$ cat src/rtl/pio_pkg.sv
// rtl/pio_pkg.sv - shared PIO action codes, bridge register map and FSM state type
//
// Purpose: constants shared by the PIO host-side bridge and anything that
// decodes its register window. No ports (package).
package pio_pkg;

    // PIO command interface action codes
    localparam logic [3:0] ACT_NONE  = 4'd0;
    localparam logic [3:0] ACT_INSTR = 4'd1;
    localparam logic [3:0] ACT_PEND  = 4'd2;
    localparam logic [3:0] ACT_PULL  = 4'd3;
    localparam logic [3:0] ACT_PUSH  = 4'd4;
    localparam logic [3:0] ACT_GRPS  = 4'd5;
    localparam logic [3:0] ACT_EN    = 4'd6;
    localparam logic [3:0] ACT_DIV   = 4'd7;
    localparam logic [3:0] ACT_IMM   = 4'd9;
    localparam logic [3:0] ACT_SHIFT = 4'd10;

    // Global register byte offsets
    localparam logic [11:0] REG_CTRL      = 12'h100;
    localparam logic [11:0] REG_FSTAT     = 12'h104;
    localparam logic [11:0] REG_VERSION   = 12'h108;
    localparam logic [11:0] REG_FLEVEL    = 12'h10C;
    localparam logic [11:0] REG_IRQ_FORCE = 12'h110;
    localparam logic [11:0] REG_INTE0     = 12'h114;
    localparam logic [11:0] REG_INTF0     = 12'h118;
    localparam logic [11:0] REG_INTE1     = 12'h11C;
    localparam logic [11:0] REG_INTF1     = 12'h120;
    localparam logic [11:0] REG_INTS0     = 12'h124;
    localparam logic [11:0] REG_INTS1     = 12'h128;
    localparam logic [11:0] REG_MISC      = 12'h12C;

    // Per-machine window word offsets (paddr[4:2]) inside 0x080 + m*0x20
    localparam logic [2:0] MOFF_PEND  = 3'd0;
    localparam logic [2:0] MOFF_GRPS  = 3'd1;
    localparam logic [2:0] MOFF_DIV   = 3'd2;
    localparam logic [2:0] MOFF_SHIFT = 3'd3;
    localparam logic [2:0] MOFF_TXF   = 3'd4;
    localparam logic [2:0] MOFF_RXF   = 3'd5;
    localparam logic [2:0] MOFF_IMM   = 3'd6;

    // FSTAT field LSB positions
    localparam int FSTAT_TX_EMPTY = 24;
    localparam int FSTAT_TX_FULL  = 16;
    localparam int FSTAT_RX_EMPTY = 8;
    localparam int FSTAT_RX_FULL  = 0;

    typedef enum logic [2:0] {
        ST_IDLE    = 3'd0,
        ST_WAIT    = 3'd1,
        ST_ISSUE   = 3'd2,
        ST_CAPTURE = 3'd3,
        ST_RESP    = 3'd4
    } state_t;

endpackage

$ cat src/rtl/pio_apb_bridge.sv
// rtl/pio_apb_bridge.sv - APB3 slave driving the PIO action/index/mindex/din/dout command port
//
// Purpose: turns APB register accesses into single-cycle PIO actions, captures
// PULL/VERSION read data, stalls TXF/RXF accesses on full/empty FIFOs with a
// bounded wait, and holds shadow copies of the IRQ enable/force and MISC regs.
// Ports:
//   clk, reset                 clock, synchronous active-high reset
//   psel/penable/pwrite/paddr/pwdata, prdata/pready/pslverr   APB3 slave
//   action/mindex/index/din, dout                             PIO command port
//   tx_full/tx_empty/rx_full/rx_empty, tx_level*/rx_level*    FIFO status
//   irq0_ints/irq1_ints                                       interrupt status
//   irq_force_pulse, irq*_inte/intf, sync_bypass              shadow outputs
module pio_apb_bridge
    import pio_pkg::*;
#(
    parameter int STALL_LIMIT  = 64,
    parameter int NUM_MACHINES = 4
) (
    input  logic        clk,
    input  logic        reset,
    input  logic        psel,
    input  logic        penable,
    input  logic        pwrite,
    input  logic [11:0] paddr,
    input  logic [31:0] pwdata,
    output logic [31:0] prdata,
    output logic        pready,
    output logic        pslverr,
    output logic [3:0]  action,
    output logic [1:0]  mindex,
    output logic [4:0]  index,
    output logic [31:0] din,
    input  logic [31:0] dout,
    input  logic [3:0]  tx_full,
    input  logic [3:0]  tx_empty,
    input  logic [3:0]  rx_full,
    input  logic [3:0]  rx_empty,
    input  logic [2:0]  tx_level0,
    input  logic [2:0]  tx_level1,
    input  logic [2:0]  tx_level2,
    input  logic [2:0]  tx_level3,
    input  logic [2:0]  rx_level0,
    input  logic [2:0]  rx_level1,
    input  logic [2:0]  rx_level2,
    input  logic [2:0]  rx_level3,
    input  logic [11:0] irq0_ints,
    input  logic [11:0] irq1_ints,
    output logic [7:0]  irq_force_pulse,
    output logic [11:0] irq0_inte,
    output logic [11:0] irq0_intf,
    output logic [11:0] irq1_inte,
    output logic [11:0] irq1_intf,
    output logic        sync_bypass
);

    localparam int CW = $clog2(STALL_LIMIT + 1);
    localparam logic [CW-1:0] STALL_MAX = CW'(STALL_LIMIT);

    state_t         r_state, w_next;
    logic [CW-1:0]  r_stall;
    logic [3:0]     r_action;
    logic [1:0]     r_mindex;
    logic [4:0]     r_index;
    logic [31:0]    r_din;
    logic           r_capture;
    logic           r_write;
    logic           r_err;
    logic [31:0]    r_prdata;
    logic [31:0]    r_ctrl;
    logic [11:0]    r_inte0, r_intf0, r_inte1, r_intf1;
    logic           r_sync_bypass;
    logic [7:0]     r_irq_force;

    // Decode results for the access currently on the bus
    logic [11:0]    w_off;
    logic           w_valid;
    logic           w_pio;
    logic [3:0]     w_act;
    logic           w_capture;
    logic           w_fifo;
    logic [1:0]     w_m;
    logic [4:0]     w_index;
    logic [31:0]    w_rdata;
    logic           w_blocked;
    logic           w_wait_blocked;
    logic           w_access;
    logic           w_unused_ok;

    assign w_off          = {paddr[11:2], 2'b00};
    assign w_access       = psel & penable;
    assign w_unused_ok    = &{1'b0, paddr[1:0]};
    assign w_blocked      = w_fifo & (pwrite ? tx_full[w_m] : rx_empty[w_m]);
    // In WAIT the stored machine/direction are used, not the live bus
    assign w_wait_blocked = r_write ? tx_full[r_mindex] : rx_empty[r_mindex];

    always_comb begin
        w_valid   = 1'b0;
        w_pio     = 1'b0;
        w_act     = ACT_NONE;
        w_capture = 1'b0;
        w_fifo    = 1'b0;
        w_m       = 2'd0;
        w_index   = 5'd0;
        w_rdata   = 32'd0;
        if (paddr[11:7] == 5'b00000) begin
            if (pwrite) begin
                w_valid = 1'b1;
                w_pio   = 1'b1;
                w_act   = ACT_INSTR;
                w_index = paddr[6:2];
            end
        end else if (paddr[11:7] == 5'b00001) begin
            w_m = paddr[6:5];
            if (int'(paddr[6:5]) < NUM_MACHINES) begin
                case (paddr[4:2])
                    MOFF_PEND:  if (pwrite) begin w_valid = 1'b1; w_pio = 1'b1; w_act = ACT_PEND;  end
                    MOFF_GRPS:  if (pwrite) begin w_valid = 1'b1; w_pio = 1'b1; w_act = ACT_GRPS;  end
                    MOFF_DIV:   if (pwrite) begin w_valid = 1'b1; w_pio = 1'b1; w_act = ACT_DIV;   end
                    MOFF_SHIFT: if (pwrite) begin w_valid = 1'b1; w_pio = 1'b1; w_act = ACT_SHIFT; end
                    MOFF_IMM:   if (pwrite) begin w_valid = 1'b1; w_pio = 1'b1; w_act = ACT_IMM;   end
                    MOFF_TXF: if (pwrite) begin
                        w_valid = 1'b1; w_pio = 1'b1; w_act = ACT_PUSH; w_fifo = 1'b1;
                    end
                    MOFF_RXF: if (!pwrite) begin
                        w_valid = 1'b1; w_pio = 1'b1; w_act = ACT_PULL; w_fifo = 1'b1;
                        w_capture = 1'b1;
                    end
                    default: ;
                endcase
            end
        end else begin
            case (w_off)
                REG_CTRL: begin
                    w_valid = 1'b1;
                    if (pwrite) begin
                        w_pio = 1'b1;
                        w_act = ACT_EN;
                    end else begin
                        w_rdata = r_ctrl;
                    end
                end
                REG_FSTAT: if (!pwrite) begin
                    w_valid = 1'b1;
                    w_rdata[FSTAT_TX_EMPTY +: 4] = tx_empty;
                    w_rdata[FSTAT_TX_FULL  +: 4] = tx_full;
                    w_rdata[FSTAT_RX_EMPTY +: 4] = rx_empty;
                    w_rdata[FSTAT_RX_FULL  +: 4] = rx_full;
                end
                // VERSION issues a NONE action; PIO presents the version on dout
                REG_VERSION: if (!pwrite) begin
                    w_valid = 1'b1; w_pio = 1'b1; w_capture = 1'b1;
                end
                REG_FLEVEL: if (!pwrite) begin
                    w_valid = 1'b1;
                    w_rdata = {1'b0, rx_level3, 1'b0, tx_level3, 1'b0, rx_level2, 1'b0, tx_level2,
                               1'b0, rx_level1, 1'b0, tx_level1, 1'b0, rx_level0, 1'b0, tx_level0};
                end
                REG_IRQ_FORCE: if (pwrite) w_valid = 1'b1;
                REG_INTE0: begin w_valid = 1'b1; w_rdata = {20'd0, r_inte0}; end
                REG_INTF0: begin w_valid = 1'b1; w_rdata = {20'd0, r_intf0}; end
                REG_INTE1: begin w_valid = 1'b1; w_rdata = {20'd0, r_inte1}; end
                REG_INTF1: begin w_valid = 1'b1; w_rdata = {20'd0, r_intf1}; end
                REG_INTS0: if (!pwrite) begin w_valid = 1'b1; w_rdata = {20'd0, irq0_ints}; end
                REG_INTS1: if (!pwrite) begin w_valid = 1'b1; w_rdata = {20'd0, irq1_ints}; end
                REG_MISC:  begin w_valid = 1'b1; w_rdata = {31'd0, r_sync_bypass}; end
                default: ;
            endcase
        end
    end

    always_comb begin
        w_next = r_state;
        case (r_state)
            ST_IDLE: begin
                if (w_access) begin
                    if (w_valid && w_pio)
                        w_next = w_blocked ? ST_WAIT : ST_ISSUE;
                    else
                        w_next = ST_RESP;
                end
            end
            ST_WAIT: begin
                if (!w_wait_blocked)
                    w_next = ST_ISSUE;
                else if (r_stall == STALL_MAX)
                    w_next = ST_RESP;
            end
            ST_ISSUE:   w_next = r_capture ? ST_CAPTURE : ST_RESP;
            ST_CAPTURE: w_next = ST_RESP;
            ST_RESP:    w_next = ST_IDLE;
            default:    w_next = ST_IDLE;
        endcase
    end

    always_ff @(posedge clk) begin
        if (reset) begin
            r_state       <= ST_IDLE;
            r_stall       <= '0;
            r_action      <= ACT_NONE;
            r_mindex      <= 2'd0;
            r_index       <= 5'd0;
            r_din         <= 32'd0;
            r_capture     <= 1'b0;
            r_write       <= 1'b0;
            r_err         <= 1'b0;
            r_prdata      <= 32'd0;
            r_ctrl        <= 32'd0;
            r_inte0       <= 12'd0;
            r_intf0       <= 12'd0;
            r_inte1       <= 12'd0;
            r_intf1       <= 12'd0;
            r_sync_bypass <= 1'b0;
            r_irq_force   <= 8'd0;
        end else begin
            r_state     <= w_next;
            r_irq_force <= 8'd0;
            case (r_state)
                ST_IDLE: begin
                    if (w_access) begin
                        r_err     <= ~w_valid;
                        r_prdata  <= pwrite ? 32'd0 : w_rdata;
                        r_action  <= w_act;
                        r_mindex  <= w_m;
                        r_index   <= w_index;
                        r_din     <= pwrite ? pwdata : 32'd0;
                        r_capture <= w_capture;
                        r_write   <= pwrite;
                        r_stall   <= '0;
                    end
                end
                ST_WAIT: begin
                    if (w_wait_blocked) begin
                        if (r_stall == STALL_MAX) begin
                            r_err    <= 1'b1;
                            r_prdata <= 32'd0;
                        end else begin
                            r_stall <= r_stall + 1'b1;
                        end
                    end
                end
                ST_CAPTURE: r_prdata <= dout;
                // Shadow writes commit on the response edge; the bus still
                // holds paddr/pwdata here, so the live decode is reused.
                ST_RESP: begin
                    if (psel && pwrite && !r_err) begin
                        case (w_off)
                            REG_CTRL:      r_ctrl        <= pwdata;
                            REG_IRQ_FORCE: r_irq_force   <= pwdata[7:0];
                            REG_INTE0:     r_inte0       <= pwdata[11:0];
                            REG_INTF0:     r_intf0       <= pwdata[11:0];
                            REG_INTE1:     r_inte1       <= pwdata[11:0];
                            REG_INTF1:     r_intf1       <= pwdata[11:0];
                            REG_MISC:      r_sync_bypass <= pwdata[0];
                            default: ;
                        endcase
                    end
                end
                default: ;
            endcase
        end
    end

    // Command outputs are only non-zero during ISSUE
    assign action          = (r_state == ST_ISSUE) ? r_action : ACT_NONE;
    assign mindex          = (r_state == ST_ISSUE) ? r_mindex : 2'd0;
    assign index           = (r_state == ST_ISSUE) ? r_index  : 5'd0;
    assign din             = (r_state == ST_ISSUE) ? r_din    : 32'd0;
    assign pready          = (r_state == ST_RESP);
    assign pslverr         = (r_state == ST_RESP) & r_err;
    assign prdata          = (r_state == ST_RESP) ? r_prdata : 32'd0;
    assign irq_force_pulse = r_irq_force;
    assign irq0_inte       = r_inte0;
    assign irq0_intf       = r_intf0;
    assign irq1_inte       = r_inte1;
    assign irq1_intf       = r_intf1;
    assign sync_bypass     = r_sync_bypass;

endmodule

$ cat config.mk
export PLATFORM = sky130hd
export DESIGN_NAME = pio_apb_bridge
export DESIGN_NICKNAME = d
export VERILOG_FILES = /design/src/rtl/pio_pkg.sv /design/src/rtl/pio_apb_bridge.sv
export SDC_FILE = /design/constraint.sdc
export NUM_CORES = 1
export LEC_CHECK = 0
export BUFFER_PORTS_ARGS = -buffer_cell sky130_fd_sc_hd__buf_4
export CORE_MARGIN = 3
export CORE_UTILIZATION = 39
export CTS_CLUSTER_DIAMETER = 200
export DETAILED_ROUTE_END_ITERATION = 10
export GPL_TIMING_DRIVEN = 0
export SETUP_SLACK_MARGIN = 0.1
export SLEW_MARGIN = 10
export SYNTH_ARGS = -nofsm -noshare
export SYNTH_HDL_FRONTEND = slang
export SYNTH_SLANG_ARGS = --single-unit
$ cat constraint.sdc
create_clock -name clk -period 6.2 [get_ports clk]
set_input_delay 1.24 -clock clk [delete_from_list [all_inputs] [get_ports clk]]
set_output_delay 1.24 -clock clk [all_outputs]
set_load 0.05 [all_outputs]
==> results of run 1 <==
## metrics by stage
step	util	worst slack (ps)	instances	total power [mW]
finish	0.5399	2063	1687	2.620
global route	0.5399	1779	1687	2.696
CTS	0.5399	2045	1687	2.625
detailed placement	0.5113	2467	1655	1.479
global placement	0.5113	2444	1655	1.478
floorplan	-	3213	1103	1.325
## registers in the layout, indices dropped and copies added (netlist names)
name,cells
r_ctrl,32
irq1_intf,12
r_din,32
irq1_inte,12
r_index,5
irq0_inte,12
irq_force_pulse,8
r_prdata,32
sync_bypass,1
r_action,4
r_state,3
r_stall,7
r_write,1
r_mindex,2
irq0_intf,12
r_capture,1
r_err,1
## logic make-up (layout without fill, tap and decap cells)
group	count (synthesis)	count (layout)	synth area share
compound gates	257	257	0.1921
simple gates	485	485	0.2678
mux	76	76	0.08614
flops	177	177	0.3980
xor+xnor	4	4	0.003936
buf+inv	102	406	0.04918
fa+ha+maj	2	2	0.002810
## worst max path at each step
| stage | start | to | slack (ps) |
|---|---|---|---|
| floorplan | paddr[4] | r_prdata[11] | 3210 |
| global placement | paddr[11] | r_prdata[8] | 2440 |
| detailed placement | paddr[4] | r_prdata[8] | 2470 |
| CTS | r_state[1] | action[0] | 2050 |
| global route | r_state[1] | action[0] | 1780 |
| finish | r_state[1] | action[0] | 2060 |
## layout by cell type (no fill, tap or decap), types with 5 or more instances in the layout
cell type and count:
buf_1 7, a21oi_1 99, clkbuf_1 59, clkinv_8 6
and3_1 42, o21ai_1 8, inv_1 5, o221ai_1 6
buf_4 274, inv_6 5, dfxtp_1 177, nor2_1 102
a22oi_1 35, nand2_1 155, a211oi_1 15, a211oi_2 5
a222oi_1 9, o22ai_1 14, nor2b_1 7, buf_2 26
o21ai_0 16, a311oi_1 6, nand4_1 5, and2_1 55
mux2i_1 71, nand3_1 61, nor3_1 22, a221oi_1 10
clkbuf_16 17
## per-layer routing
metal	global-route usage	share of wire	up-vias
met3	0.06709	0.079	82
met1	0.4162	0.43	4630
met5	0	0	-
met2	0.4749	0.46	468
met4	0.09174	0.031	0
li1	-	-	4526
## critical path, stage by stage (launching register included)
cell and delay, ps:
dfxtp_1 330, clkbuf_1 320, inv_1 160, nor3_1 800, clkbuf_1 370, and2_1 240
buf_4 220
## area by class of cell
type | count | area, µm² | area share
multi-input cells | 824 | 4922 | 0.4126
flip-flops and latches | 177 | 3543 | 0.2970
repair buffers | 272 | 2042 | 0.1712
clock buffers | 17 | 425.4 | 0.03566
plain buffers | 96 | 415.4 | 0.03482
well taps | 280 | 350.3 | 0.02937
clock inverters | 15 | 207.7 | 0.01741
inverters | 6 | 22.52 | 0.001888
## report_power, final
part           leakage, nW  switching, mW  internal, mW
logic                 3.43          0.178         0.112
clock network        0.305          0.573         0.589
registers             1.43         0.0107          1.16
==> summary.md, run 1 <==
| Metric | Value |
|---|---|
| Req. time, crit path | `4960 ps` |
| Status | `completed` |
| Nets | `1541` |
| Initial antenna violation count | `0` |
| Distinct cells, synth | `71` |
| Hold Worst Slack | `roughly 450 ps` |
| Hold endpoint | `r_din[25]` |
| Worst vdd ir | `191.6 µV` |
| Hold Buf Count CTS | `0` |
| P_leak | `approximately 5.2 nW` |
| I/O pins | `279` |
| R2R setup slack | `roughly 3300 ps` |
| Final setup vio count | `0` |
| Number of synthesized register bits | `between 150 and 200` |
| Top cells by count, synth | `dfxtp_1, nand2_1, nor2_1, a21oi_1, mux2i_1` |
| Crit path DAT | `approximately 2900 ps` |
| First-pass GRT wire length | `roughly 56000 µm` |
| Sequential fraction of the synthesis area | `0.3980` |
| Final worst path period share | `0.6673` |
| Hold path start | `r_din[25]` |
| Fillers | `about 2200` |
| Resized Gates After CTS | `0` |
| Worst-path clk slew | `approximately 80 ps` |
| Placed cell area | `about 0.011 mm²` |
| Vias | `approximately 9700` |
| Warnings from Yosys | `0` |
| Bufs on Longest Clock Path | `2` |
| Area grow syn2layout | `33.98%` |
| Core footprint | `0.02209 mm²` |
| Cell Rows | `between 50 and 60` |
| Cells after Synth | `~1100` |
| Most instantiated library cell after synthesis | `dfxtp_1` |
| Via density per instance | `about 5.8` |
| Post-synth ARST share | `0` |
| Fin Clk Skew | `12.95 ps` |
| Synth area leader | `dfxtp_1` |
| Remaining DRCs | `0` |
| Crit Path Class | `reg -> out` |
| Clk_lat worst skew | `roughly 450 ps` |
| Critical R2R Launch | `r_state[0]` |
| Largest net degree at the start of global routing | `21` |
| EDFF count, synth | `0` |
| PD cells | `219.7 mW/mm²` |
| Worst rel slew slack | `0.1212` |
| Slew Viols, Final | `0` |
| Root Driver | `clkbuf_16` |
| Fin area | `approximately 0.012 mm²` |
| Syn_area_per_cell | `8.072 µm²` |
| Remaining global-route overflow | `0` |
| Worst Setup End Kind | `primary output` |
| Layout cells sized above 1 | `0.2552` |
| Die Area | `around 0.025 mm²` |
| R2r worst-path depth | `8` |
| Clock sinks | `177` |
| Initial DRT Pass Iterations | `6` |
| Post-Route WL | `a little under 40000 µm` |
| Worst-margin pin slew | `1300 ps` |
| Hold path depth | `2` |
| Fin. Hold Viols | `0` |
| Die width | `157.1 µm` |
| Setup TNS | `0 ps` |
| Hold WC Path Type | `reg -> reg` |
| Minimum clock period | `4137 ps` |
| Setup crit start kind | `register` |
| Syn_nets | `1250` |
| Post-DP HPWL | `30010 µm` |
| Critical Path Fanout Max | `10` |
| Max Freq | `around 240 MHz` |
| CTS Buf Count | `17` |
| Drt wl/cell | `roughly 23 µm` |
| RSZ-0062 raised after global routing | `false` |
| Total Routing Usage GR | `0.3020` |
| Gpl congestion | `approximately 1.0` |
| CTS H-Tree Depth | `4` |
| Top FF cell, synth | `dfxtp_1` |
| Synth top area share | `0.3980` |
| Cell area after synthesis | `roughly 0.009 mm²` |
| Port bufs | `~270` |
| CTS tree | `done` |
| Max-cap violations | `0` |
| Postcts setup bufs | `0` |
| Die Y | `157.1 µm` |
| Reg-to-Reg End | `irq1_inte[6]` |
| Post-DRT Antenna Nets | `0` |
| Largest cells by area after synthesis | `dfxtp_1, mux2i_1, nand2_1` |
| Diode count | `0` |
| Number of global-route vias before repair | `between 9000 and 10000` |
| 1st-iter DRT viols | `887` |
| Starting Density | `0.4030` |
No activity file was read; power rests on OpenSTA's default activity.
==> run 2, diff against run 1 <==
--- a/config.mk
+++ b/config.mk
@@ -11,6 +11,7 @@
 export CTS_CLUSTER_DIAMETER = 200
 export DETAILED_ROUTE_END_ITERATION = 10
 export GPL_TIMING_DRIVEN = 0
+export PLACE_DENSITY = 0.66
 export SETUP_SLACK_MARGIN = 0.1
 export SLEW_MARGIN = 10
 export SYNTH_ARGS = -nofsm -noshare
==> constraint.sdc (replaced) <==
create_clock -name clk -period 3.37 [get_ports clk]
set_input_delay 0.674 -clock clk [delete_from_list [all_inputs] [get_ports clk]]
set_output_delay 0.674 -clock clk [all_outputs]
set_load 0.05 [all_outputs]
==> run 2 against run 1 <==
Compared with the run above:
- routed wire length increased by 0.33%
- combinational power increased by 84%
- die area unchanged
- sequential share of layout area down 0.081 points
- flip-flop and latch count did not move
- largest power group unchanged
- critical path type unchanged
- core utilization increased by 0.15 points
- clock-buffer cell count is the same
==> summary.md, run 2 (same netlist as run 1, synthesis figures left out) <==
| Metric | Value |
|---|---|
| Overall power | `4.805 mW (+83%)` |
| Vias | `9855 (+1.5%)` |
| Reg power frac | `0.447 (about the same)` |
| Psw | `1.385 mW (+82%)` |
| Top flop regs | `r_ctrl (32), r_din (32), r_prdata (32)` |
| Max-cap violations | `0 (unchanged)` |
| Hold path start | `r_din[28]` |
| Clock sinks | `177 (unchanged)` |
| Die Y | `157.1 µm (unchanged)` |
| Critical Path Fanout Max | `10 (unchanged)` |
| Fillers | `2159 (-1.2%)` |
| Final setup vio count | `0 (unchanged)` |
| Bufs on Longest Clock Path | `2 (unchanged)` |
| Area grow syn2layout | `34.35%` |
| Clock power share | `0.442 (-0.002)` |
| Slowest cell delay on critical path | `330 ps (-470 ps)` |
| Die width | `157.1 µm (unchanged)` |
| CTS Buf Count | `17 (unchanged)` |
| P_int | `3.420 mW (+84%)` |
| Slowest CP cell | `dfxtp_1` |
| 1st-iter DRT viols | `1066 (+20%)` |
| Diode count | `0 (unchanged)` |
| Starting Density | `0.4030 (unchanged)` |
| I/O pins | `279 (unchanged)` |
| CP Cell Sequence | `clkbuf_1, inv_1, nor3_4, buf_12, clkbuf_1, and2_1, buf_4` |
| Reg-to-Reg End | `irq1_inte[8]` |
| Commonest cells after routing, fill and taps aside | `buf_4, dfxtp_1, nand2_1` |
| Initial DRT Pass Iterations | `8 (+2)` |
| Worst vdd ir | `311.4 µV (+63%)` |
| Post-Route WL | `38850 µm (+0.33%)` |
| Fin. Hold Viols | `0 (unchanged)` |
| Req. time, crit path | `2700 ps (-2260 ps)` |
| Initial antenna violation count | `1 (+1)` |
| Setup crit start kind | `register` |
| Post-DRT Antenna Nets | `0 (unchanged)` |
| First-pass GRT wire length | `56570 µm (+0.66%)` |
| Status | `completed` |
| Slew Viols, Final | `0 (unchanged)` |
| Clk_lat worst skew | `440 ps (about the same)` |
| CTS H-Tree Depth | `4 (unchanged)` |
| R2r worst-path depth | `8 (unchanged)` |
| Cell mode on critical path | `clkbuf_1` |
| Root Driver | `clkbuf_16` |
| Remaining DRCs | `0 (unchanged)` |
| PD cells | `401.7 mW/mm² (+83%)` |
| Most common cell after layout, fill and taps aside | `buf_4` |
| Worst Setup End Kind | `primary output` |
| Port bufs | `272 (unchanged)` |
| CTS tree | `done` |
| Switch share | `0.2882 (-0.002598)` |
| Area of the multi-input gates | `0.004933 mm² (+0.23%)` |
| Layout cells sized above 1 | `0.2571 (+0.001949)` |
| Largest net degree at the start of global routing | `21 (unchanged)` |
| P_leak | `5.182 nW (+0.25%)` |
| Number of global-route vias before repair | `9216 (+0.75%)` |
| Setup TNS | `0 ps (unchanged)` |
| Hold Worst Slack | `448.0 ps (-1.101 ps)` |
| Hold Buf Count CTS | `0 (unchanged)` |
| RSZ-0062 raised after global routing | `false` |
| Die Area | `0.02468 mm² (unchanged)` |
| Crit Path Class | `reg -> out` |
| Hold path depth | `2 (unchanged)` |
| Final worst path period share | `0.8979` |
| Remaining global-route overflow | `0 (unchanged)` |
| Post-DP HPWL | `30330 µm (+1.1%)` |
| Gpl congestion | `1.033 (-0.36%)` |
| Fin Clk Skew | `13.87 ps (+0.9182 ps)` |
| R2R setup slack | `510 ps (-2800 ps)` |
| Hold endpoint | `r_din[28]` |
| Drt wl/cell | `23.01 µm (+0.27%)` |
| Core footprint | `0.02209 mm² (unchanged)` |
| Max Freq | `about 330 MHz` |
| Logic pwr share | `0.111 (about the same)` |
| Worst-path clk slew | `80 ps (about the same)` |
| Total Routing Usage GR | `0.3026 (+0.0005689)` |
| Worst-margin pin slew | `1193 ps (-106.9 ps)` |
| Critical R2R Launch | `r_state[0]` |
| Crit path DAT | `2350 ps (-550 ps)` |
| Minimum clock period | `3026 ps` |
| Via density per instance | `5.838 (+1.5%)` |
| Sequential cell area | `0.003543 mm² (unchanged)` |
| Worst rel slew slack | `0.1935 (+0.07230)` |
| Nets | `1542 (+0.065%)` |
| Cell Rows | `54 (unchanged)` |
| Hold WC Path Type | `reg -> reg` |
[run 2: cell types whose count changed in the layout (fill, tap and decap cells not counted), sizes merged]
cell  before  now
buf      309  310
[run 2: through the flow]
step           area, µm²  utilization  setup WS (ps)  std cells
2_1_floorplan       8904            -          949.4       1103
3_3_place_gp       11300       0.5113          26.37       1655
3_5_place_dp       11300       0.5113          122.5       1655
4_1_cts            11940       0.5404          162.2       1687
5_1_grt            11960       0.5414          186.3       1688
6_report           11960       0.5414          344.1       1688
[run 2: critical path, delay by kind of cell (launching register included)]
family | cells | cell delay (ps)
AND/OR/NAND/NOR | 2 | 400
buffers and inverters | 5 | 1170
flip-flops | 1 | 330
[run 2: repair_timing]
item | in CTS | in global routing
setup buffers | 0 | 1
setup endpoints to repair | 41 | 31
gates resized for setup | 2 | 2
pin swaps | 0 | 1
[run 2: area by class of cell]
type                       count  share of cell area
clock inverter                15             0.01736
sequential                   177              0.2962
timing repair buffer         273              0.1724
inverter                       6            0.001883
buffer                        96             0.03483
tap                          280             0.02929
clock buffer                  17             0.03556
multi-input combinational    824              0.4124
[run 2: power by group through the flow]
stage	Combinational [mW]	Clock [mW]	Sequential, mW
after floorplan	0.247	0	2.19
after global placement	0.520	0	2.20
after detailed placement	0.522	0	2.20
after CTS	0.524	2.13	2.15
after global routing	0.567	2.23	2.15
final	0.535	2.12	2.15
[run 2: how the worst max path moves through the flow]
stage | start | end | slack (ps) | cells after the start
after detailed placement | paddr[4] | r_prdata[8] | 120 | 7
after CTS | r_state[1] | action[0] | 160 | 6
after global routing | r_state[1] | din[19] | 190 | 7
after global placement | paddr[4] | r_prdata[8] | 30 | 7
final | r_state[1] | din[16] | 340 | 7
after floorplan | paddr[4] | r_prdata[11] | 950 | 8
[run 2: routing by layer]
layer	vias to the layer above	part of all wire	global-route usage
met5	-	0.00033	0
met4	2	0.028	0.09132
met3	71	0.091	0.06489
met2	508	0.46	0.4812
met1	4742	0.42	0.4138
li1	4532	-	-
